===== src/rtl/led_mode_ctrl.sv =====
// LED mode controller: each qualified press steps the LED through OFF, ON,
// SLOW blink, FAST blink and BREATH (triangular PWM fade).
//
// state    | meaning
// M_OFF    | led held low
// M_ON     | led held high
// M_SLOW   | led toggles every slow_half cycles
// M_FAST   | led toggles every fast_half cycles
// M_BREATH | led = pwm_cnt < duty, duty ramps 0..max..0 every breath_step cycles
module led_mode_ctrl #(
    parameter int slow_half   = 25_000_000,
    parameter int fast_half   = 6_250_000,
    parameter int pwm_bits    = 8,
    parameter int breath_step = 100_000
) (
    input  logic       clk,
    input  logic       rst,
    input  logic       press,
    output logic       led,
    output logic [2:0] mode
);

    localparam int BLINK_MAX = (slow_half > fast_half) ? slow_half : fast_half;
    localparam int BW        = $clog2(BLINK_MAX + 1);
    localparam int SW        = $clog2(breath_step + 1);

    localparam logic [BW-1:0]       SLOW_TC  = BW'(slow_half - 1);
    localparam logic [BW-1:0]       FAST_TC  = BW'(fast_half - 1);
    localparam logic [SW-1:0]       STEP_TC  = SW'(breath_step - 1);
    localparam logic [BW-1:0]       BW_ONE   = 1;
    localparam logic [SW-1:0]       SW_ONE   = 1;
    localparam logic [pwm_bits-1:0] PWM_ONE  = 1;
    localparam logic [pwm_bits-1:0] DUTY_MAX = {pwm_bits{1'b1}};

    typedef enum logic [2:0] {
        M_OFF    = 3'd0,
        M_ON     = 3'd1,
        M_SLOW   = 3'd2,
        M_FAST   = 3'd3,
        M_BREATH = 3'd4
    } mode_t;

    mode_t               state_q, state_d;
    logic                press_d_q;
    logic                led_q, led_d;
    logic [BW-1:0]       blink_cnt_q, blink_cnt_d;
    logic                phase_q, phase_d;
    logic [pwm_bits-1:0] pwm_cnt_q, pwm_cnt_d;
    logic [pwm_bits-1:0] duty_q, duty_d;
    logic                dir_dn_q, dir_dn_d;
    logic [SW-1:0]       step_cnt_q, step_cnt_d;

    logic                adv;
    logic                mode_chg;
    logic [BW-1:0]       blink_tc;

    assign adv      = press & ~press_d_q;
    assign mode_chg = (state_d != state_q);
    assign blink_tc = (state_q == M_SLOW) ? SLOW_TC : FAST_TC;

    always_ff @(posedge clk) begin
        if (rst) begin
            state_q     <= M_OFF;
            press_d_q   <= 1'b0;
            led_q       <= 1'b0;
            blink_cnt_q <= '0;
            phase_q     <= 1'b0;
            pwm_cnt_q   <= '0;
            duty_q      <= '0;
            dir_dn_q    <= 1'b0;
            step_cnt_q  <= '0;
        end else begin
            state_q     <= state_d;
            press_d_q   <= press;
            led_q       <= led_d;
            blink_cnt_q <= blink_cnt_d;
            phase_q     <= phase_d;
            pwm_cnt_q   <= pwm_cnt_d;
            duty_q      <= duty_d;
            dir_dn_q    <= dir_dn_d;
            step_cnt_q  <= step_cnt_d;
        end
    end

    // Illegal codes fall back to OFF regardless of press.
    always_comb begin
        state_d = state_q;
        case (state_q)
            M_OFF:    if (adv) state_d = M_ON;
            M_ON:     if (adv) state_d = M_SLOW;
            M_SLOW:   if (adv) state_d = M_FAST;
            M_FAST:   if (adv) state_d = M_BREATH;
            M_BREATH: if (adv) state_d = M_OFF;
            default:  state_d = M_OFF;
        endcase
    end

    // A mode change overrides any terminal count landing on the same edge.
    always_comb begin
        blink_cnt_d = blink_cnt_q;
        phase_d     = phase_q;
        pwm_cnt_d   = pwm_cnt_q;
        duty_d      = duty_q;
        dir_dn_d    = dir_dn_q;
        step_cnt_d  = step_cnt_q;
        if (mode_chg) begin
            blink_cnt_d = '0;
            phase_d     = 1'b0;
            pwm_cnt_d   = '0;
            duty_d      = '0;
            dir_dn_d    = 1'b0;
            step_cnt_d  = '0;
        end else begin
            case (state_q)
                M_SLOW, M_FAST: begin
                    if (blink_cnt_q == blink_tc) begin
                        blink_cnt_d = '0;
                        phase_d     = ~phase_q;
                    end else begin
                        blink_cnt_d = blink_cnt_q + BW_ONE;
                    end
                end
                M_BREATH: begin
                    pwm_cnt_d = pwm_cnt_q + PWM_ONE;
                    if (step_cnt_q == STEP_TC) begin
                        step_cnt_d = '0;
                        if (!dir_dn_q) begin
                            if (duty_q != DUTY_MAX) begin
                                duty_d = duty_q + PWM_ONE;
                            end else begin
                                dir_dn_d = 1'b1;
                                duty_d   = DUTY_MAX - PWM_ONE;
                            end
                        end else begin
                            if (duty_q != '0) begin
                                duty_d = duty_q - PWM_ONE;
                            end else begin
                                dir_dn_d = 1'b0;
                                duty_d   = PWM_ONE;
                            end
                        end
                    end else begin
                        step_cnt_d = step_cnt_q + SW_ONE;
                    end
                end
                default: ;
            endcase
        end
    end

    always_comb begin
        led_d = 1'b0;
        case (state_q)
            M_OFF:          led_d = 1'b0;
            M_ON:           led_d = 1'b1;
            M_SLOW, M_FAST: led_d = phase_q;
            M_BREATH:       led_d = (pwm_cnt_q < duty_q);
            default:        led_d = 1'b0;
        endcase
    end

    assign led  = led_q;
    assign mode = state_q;

endmodule


===== config.mk =====
export PLATFORM = sky130hd
export DESIGN_NAME = led_mode_ctrl
export DESIGN_NICKNAME = d
export VERILOG_FILES = /design/src/rtl/led_mode_ctrl.sv
export SDC_FILE = /design/constraint.sdc
export NUM_CORES = 1
export LEC_CHECK = 0
export ABC_AREA = 1
export CAP_MARGIN = 0
export CORE_MARGIN = 2
export CORE_UTILIZATION = 23
export DETAILED_ROUTE_END_ITERATION = 10
export PLACE_DENSITY = 0.47
export SETUP_SLACK_MARGIN = 0.15
export SYNTH_ARGS = -nofsm -noshare
export SYNTH_HDL_FRONTEND = slang
export SYNTH_SLANG_ARGS = --single-unit

===== constraint.sdc =====
create_clock -name clk -period 3.35 [get_ports clk]
set_input_delay 0.5025 -clock clk [delete_from_list [all_inputs] [get_ports clk]]
set_output_delay 0.5025 -clock clk [all_outputs]
set_load 0.05 [all_outputs]

==> results of run 1 <==
==> where the power goes <==
part           internal [mW]  leakage [nW]  total [mW]  switching [mW]
Clock                  0.612         0.142       0.941           0.329
Sequential             0.778         0.524       0.783         0.00481
Combinational         0.0169          1.15      0.0598          0.0428
Total                   1.41          1.82        1.78           0.376
==> state kept, by name, summed over array words and instances (netlist names) <==
register	cells
blink_cnt_q	25
step_cnt_q	17
duty_q	8
pwm_cnt_q	8
mode	3
dir_dn_q	1
led	1
phase_q	1
press_d_q	1
==> cells in the final DEF, fill, tap and decap left out, types with 2 or more instances in the layout <==
master           instances
a21oi_1                 29
clkbuf_1                 2
clkbuf_16                9
clkbuf_8                 2
clkdlybuf4s50_1          6
dfxtp_1                 65
ha_1                    13
inv_1                   85
inv_2                    5
nand2_1                136
nand2_2                  3
nand2_4                  2
nand3_1                 52
nand3_2                  2
nand4_1                 22
nor2_1                 103
nor2_2                   4
nor2_4                   4
nor3_1                  12
nor3_2                   2
nor3_4                   2
nor3b_1                  2
o21ai_0                 24
o22ai_1                  2
xnor2_1                  6
xor2_1                  16
==> through the flow <==
stage	setup WS (ns)	hold WS [ns]	instances	instance area, um2
3_5_place_dp	1.317	0.4750	838	4315
4_1_cts	1.147	0.4853	853	4613
6_report	1.170	0.4726	853	4613
5_1_grt	1.116	0.5090	853	4613
2_1_floorplan	1.626	0.4428	615	4029
3_3_place_gp	1.310	0.4698	838	4315
==> cell families after synthesis <==
family	count (synthesis)	synth area share
AO/OA/AOI/OAI	60	0.07919
XOR/XNOR	22	0.04782
adder cells (fa/ha/maj)	13	0.04037
buffers and inverters	102	0.1040
flip-flops	65	0.3230
multiplexers	1	0.002485
AND/OR/NAND/NOR	352	0.4031
==> final cells by class <==
| type | count | area (um2) |
|---|---|---|
| clock buffers | 13 | 260.3 |
| fillers | 1925 | 12620 |
| well taps | 225 | 281.5 |
| clock inverters | 2 | 37.54 |
| inverters | 93 | 356.6 |
| flip-flops and latches | 65 | 1301 |
| repair buffers | 7 | 67.56 |
| multi-input cells | 448 | 2308 |
==> tightest hold or removal path: stages (launching register included) <==
cell,delay (ns)
dfxtp_1,0.31
inv_1,0.06
a21oi_1,0.06
==> metal layers <==
metal	vias to the layer above	global-route usage	share of wire
met1	1618	0.1418	0.48
met3	15	0.02424	0.033
met5	-	0	0
met4	0	0.04630	0.017
met2	47	0.1854	0.47
li1	1987	-	-
==> how the worst max path moves through the flow <==
stage	slack (ns)	cells after the start	start	end
floorplan	1.63	10	mode[2]	blink_cnt_q[14]
global placement	1.31	9	press	step_cnt_q[9]
detailed placement	1.32	8	press	blink_cnt_q[14]
CTS	1.15	1	mode[2]	mode[2]
global route	1.12	1	mode[2]	mode[2]
finish	1.17	1	mode[2]	mode[2]
==> summary.md, run 1 <==
| Metric | Value |
|---|---|
| Status | `complete, no violations` |
| Initial antenna violation count | `0` |
| Arr. time, crit path | `between 1.5 and 2 ns` |
| Overflow after GRT | `0` |
| Routability cong. | `between 0.7 and 0.8` |
| Root buffer cell | `clkbuf_16` |
| Cell area after synthesis | `between 4000 and 5000 um2` |
| Post-DR vias/cell | `roughly 4.3` |
| Nets | `640` |
| Fin util | `0.2676` |
| Hold-critical path endpoint | `pwm_cnt_q[7]` |
| Core Rows | `between 40 and 50` |
| GR Util All Layers | `0.1124` |
| Final hold viol count | `0` |
| Io pins | `7` |
| Actual slew at the worst max-slew pin | `slightly above 0.5 ns` |
| Clk Latency, worst-skew pair | `about 0.33 ns` |
| Buf/Inv on CP | `1` |
| Starting Density | `0.2337` |
| Ys async rst share | `0` |
| First-pass GRT wire length | `approximately 17000 um` |
| Top-count cell post-synth | `nand2_1` |
| Fmax achieved | `458.8 MHz` |
| DRC viols | `0` |
| Crit path cell chain | `clkdlybuf4s50_1` |
| Post-DP HPWL | `a little over 7000 um` |
| Die area | `between 15000 and 20000 um2` |
| MaxCap Viol Count | `0` |
| Slew Viols, Final | `0` |
| PortBufs | `6` |
| Core area | `17240 um2` |
| Hold Crit Start | `pwm_cnt_q[7]` |
| Share of cells above drive strength 1 | `0.07325` |
| Largest net degree at the start of global routing | `23` |
| Leak pwr | `1.817 nW` |
| Crit path launch type | `flip-flop` |
| RR Startpoint | `mode[2]` |
| Hold WC Path Type | `flip-flop to flip-flop` |
| Final Cycle Share | `0.6506` |
| Yosys top cell by area | `dfxtp_1` |
| Top-area cell type share of the netlist area | `0.3230` |
| Wire per inst | `11.18 um` |
| Yosys warning count | `0` |
| CTS max path bufs | `2` |
| Starting DRT DRC Count | `136` |
| Net Count, Synth | `around 630` |
| CTS buffer count | `9` |
| Seq cells post-synth | `65` |
| Resized Gates After CTS | `0` |
| H-tree depth | `3` |
| Crit-path max FO | `6` |
| Tot Pwr | `roughly 1.8 mW` |
| Worst VDD drop | `approximately 0.25 mV` |
| Clock transition at the registers of the reported paths | `0.05 ns` |
| Sequential share of the synthesized area | `0.3230` |
| Area Growth Syn to Fin | `14.50%` |
| Pwr dens | `386.6 nW/um2` |
| Hold path depth | `2` |
| EDFF count, synth | `0` |
| Syn_area_per_cell | `roughly 6.6 um2` |
| RR Endpoint | `blink_cnt_q[18]` |
| Worst reg2reg setup slack | `1.58 ns` |
| Hold buffer count at CTS | `0` |
| Clk_skew | `roughly 0.0081 ns` |
| Post-synth top flop | `dfxtp_1` |
| Remaining antenna violation count | `0` |
| Crit. End Element | `primary output` |
| TritonCTS clock tree | `built` |
| Postcts setup bufs | `0` |
| Number of global-route vias before repair | `about 3500` |
| Critical path class | `flip-flop to primary output` |
| Overall routed net length | `roughly 9500 um` |
| Die X | `around 140 um` |
| Slowest stage delay, CP | `0.87 ns` |
| RSZ-0062 raised after global routing | `no` |
| Final setup fails | `0` |
| Netlist cell types | `40` |
| Min Tclk post-route | `~2.2 ns` |
| Setup tns final | `0 ns` |
| Ant. Diodes | `0` |
| Die height | `136.4 um` |
| Via Count | `between 3000 and 4000` |
| CP delay by family, top | `buffers and inverters` |
| Worst Path Required | `2.85 ns` |
| Top post-synthesis cells by area | `dfxtp_1 (32%), nand2_1 (13%), nor2_1 (9.6%)` |
| Clock sinks | `65` |
| Critical path's slowest cell | `clkdlybuf4s50_1` |
| DR pass1 iterations | `4` |
| Worst Reg-to-Reg Cells | `9` |
| Synth top cells by count | `nand2_1 (136), nor2_1 (103), inv_1 (85), dfxtp_1 (65), nand3_1 (52)` |
| Cells after Synth | `615` |
| Slew HR | `0.6635` |
No activity file was read; power rests on OpenSTA's default activity.
==> run 2: changes to the inputs <==
--- a/config.mk
+++ b/config.mk
@@ -10,7 +10,7 @@
 export CORE_MARGIN = 2
 export CORE_UTILIZATION = 23
 export DETAILED_ROUTE_END_ITERATION = 10
-export PLACE_DENSITY = 0.47
+export PLACE_DENSITY = 0.48
 export SETUP_SLACK_MARGIN = 0.15
 export SYNTH_ARGS = -nofsm -noshare
 export SYNTH_HDL_FRONTEND = slang
==> constraint.sdc (replaced) <==
create_clock -name clk -period 1.8 [get_ports clk]
set_input_delay 0.27 -clock clk [delete_from_list [all_inputs] [get_ports clk]]
set_output_delay 0.27 -clock clk [all_outputs]
set_load 0.05 [all_outputs]
==> run 2 against run 1 <==
Compared with the run above:
- final area up 4.8%
- clock power up 93%
- utilization up 1.3 points
- register-to-register slack worse by 1.3 ns
- critical path depth up 7
- routed wire length up 0.88%
- first-iteration DRC count up 7.4%
- combinational power up 120%
- sequential power up 85%
- clock skew about the same
- critical path type is now flip-flop to flip-flop
==> summary.md, run 2 (synthesis gave the netlist of run 1 again) <==
| Metric | Value |
|---|---|
| Hold buffer count at CTS | `0` |
| Pwr dens | `~700 nW/um2` |
| Pre-CTS setup slack | `between 0.05 and 0.06 ns` |
| Final Cycle Share | `0.8565` |
| Clk Latency, worst-skew pair | `approximately 0.33 ns` |
| Via Count | `about 3700` |
| MaxCap Viol Count | `0` |
| Final hold viol count | `0` |
| Crit-path max FO | `7` |
| Status | `complete, no violations` |
| Largest net degree at the start of global routing | `21` |
| First-pass GRT wire length | `around 17000 um` |
| H-tree depth | `3` |
| Die area | `18590 um2` |
| Starting DRT DRC Count | `between 100 and 150` |
| Area Growth Syn to Fin | `20.03%` |
| Number of global-route vias before repair | `3487` |
| Critical path class | `flip-flop to flip-flop` |
| Initial antenna violation count | `0` |
| Root buffer cell | `clkbuf_16` |
| Actual slew at the worst max-slew pin | `a little under 0.5 ns` |
| Clock sinks | `65` |
| Remaining antenna violation count | `0` |
| Post-DP HPWL | `about 7300 um` |
| Die height | `~140 um` |
| Post-DR vias/cell | `around 4.2` |
| Fmax achieved | `~650 MHz` |
| GR Util All Layers | `0.1119` |
| Worst VDD drop | `0.4983 mV` |
| Routability cong. | `about 0.80` |
| Buf/Inv on CP | `1` |
| Commonest cells after routing, fill and taps aside | `nand2_1 (136), nor2_1 (99), inv_1 (84)` |
| CP delay by family, top | `simple AND/OR/NAND/NOR gates` |
| CTS max path bufs | `2` |
| RSZ-0062 raised after global routing | `no` |
| TritonCTS clock tree | `built` |
| Hold WC Path Type | `flip-flop to flip-flop` |
| Biggest regs | `blink_cnt_q: 25 flops, step_cnt_q: 17 flops` |
| Starting Density | `0.2337` |
| Core Rows | `between 40 and 50` |
| Io pins | `7` |
| Core area | `approximately 17000 um2` |
| Wire per inst | `~11 um` |
| Max FFs per register | `25` |
| Overall routed net length | `about 9600 um` |
| Clk_skew | `a little over 0.008 ns` |
| Crit path launch type | `flip-flop` |
| Worst Path Required | `between 2 and 2.5 ns` |
| Share of cells above drive strength 1 | `0.1281` |
| Crit path cell chain | `ha_4, nand2_1, inv_1, nand4_1, nor2_8, o21ai_0, a21oi_1, nor2_1` |
| Final setup fails | `0` |
| Min Tclk post-route | `between 1.5 and 2 ns` |
| DRC viols | `0` |
| PortBufs | `6` |
| Leak pwr | `between 1.5 and 2 nW` |
| FILL cells | `approximately 1900` |
| Slew Viols, Final | `0` |
| Slew HR | `0.6751` |
| Reg with most FFs | `blink_cnt_q` |
| Arr. time, crit path | `around 1.8 ns` |
| Setup tns final | `0 ns` |
| CTS buffer count | `9` |
| Die X | `approximately 140 um` |
| Nets | `approximately 660` |
| Commonest non-fill, non-tap cell in the layout | `nand2_1` |
| Slowest stage delay, CP | `between 0.3 and 0.4 ns` |
| Overflow after GRT | `0` |
| Crit. End Element | `flip-flop` |
| Clock transition at the registers of the reported paths | `approximately 0.050 ns` |
| DR pass1 iterations | `4` |
| Ant. Diodes | `0` |
| Worst setup margin | `~0.26 ns` |
| Critical path's slowest cell | `dfxtp_1` |
==> run 2: metal layers <==
| metal | share of wire | vias up | wire length [um] | track usage |
|---|---|---|---|---|
| met4 | 0.010 | 0 | 98 | 0.03067 |
| met2 | 0.45 | 33 | 4286 | 0.1778 |
| met3 | 0.026 | 9 | 252 | 0.03169 |
| met5 | 0 | - | 0 | 0 |
| li1 | - | 2023 | - | - |
| met1 | 0.52 | 1624 | 4985 | 0.1481 |
==> run 2: area by class of cell <==
cell class                      instances  area (um2)  area share
Sequential cell                        65        1308      0.2704
Inverter                               93       359.1     0.07426
Clock inverter                          4       70.07     0.01449
Clock buffer                           10       229.0     0.04735
Multi-Input combinational cell        448        2360      0.4880
Timing Repair Buffer                   28       229.0     0.04735
Tap cell                              225       281.5     0.05821
==> run 2: worst paths after layout <==
kind / slack, ns / to / cells after the start / startpoint
setup / recovery: 0.26 / duty_q[0] / 8 / step_cnt_q[1]
hold / removal: 0.47 / pwm_cnt_q[7] / 2 / pwm_cnt_q[7]
setup reg to reg: 0.26 / duty_q[0] / 8 / step_cnt_q[1]
hold reg to reg: 0.47 / pwm_cnt_q[7] / 2 / pwm_cnt_q[7]
==> run 2: what timing repair did <==
| item | 4_1_cts | 5_1_grt |
|---|---|---|
| setup endpoints to repair | 1 | 38 |
| gates resized for setup | 1 | 16 |
| pin swaps | 0 | 7 |
| setup buffers | 0 | 1 |
==> run 2: worst min-delay path: stages, from the launching register on <==
cell and delay [ns]:
dfxtp_1 0.31, inv_1 0.06, a21oi_1 0.05
==> run 2: metrics by stage <==
stage / util / cells / cell area, um2 / power, mW / hold WS (ns)
after floorplan: - / 615 / 4031 / 1.572 / 0.3317
after global routing: 0.2806 / 873 / 4836 / 3.532 / 0.5059
final: 0.2806 / 873 / 4836 / 3.405 / 0.4667
after detailed placement: 0.2595 / 858 / 4473 / 1.620 / 0.4615
after global placement: 0.2595 / 858 / 4473 / 1.620 / 0.4612
after CTS: 0.2768 / 872 / 4771 / 3.453 / 0.4698
==> run 2: power by group <==
group | internal (mW) | switching, mW | total, mW
Clock | 1.19 | 0.626 | 1.82
Sequential | 1.45 | 0.00700 | 1.45
Combinational | 0.0447 | 0.0876 | 0.132
Total | 2.68 | 0.721 | 3.40
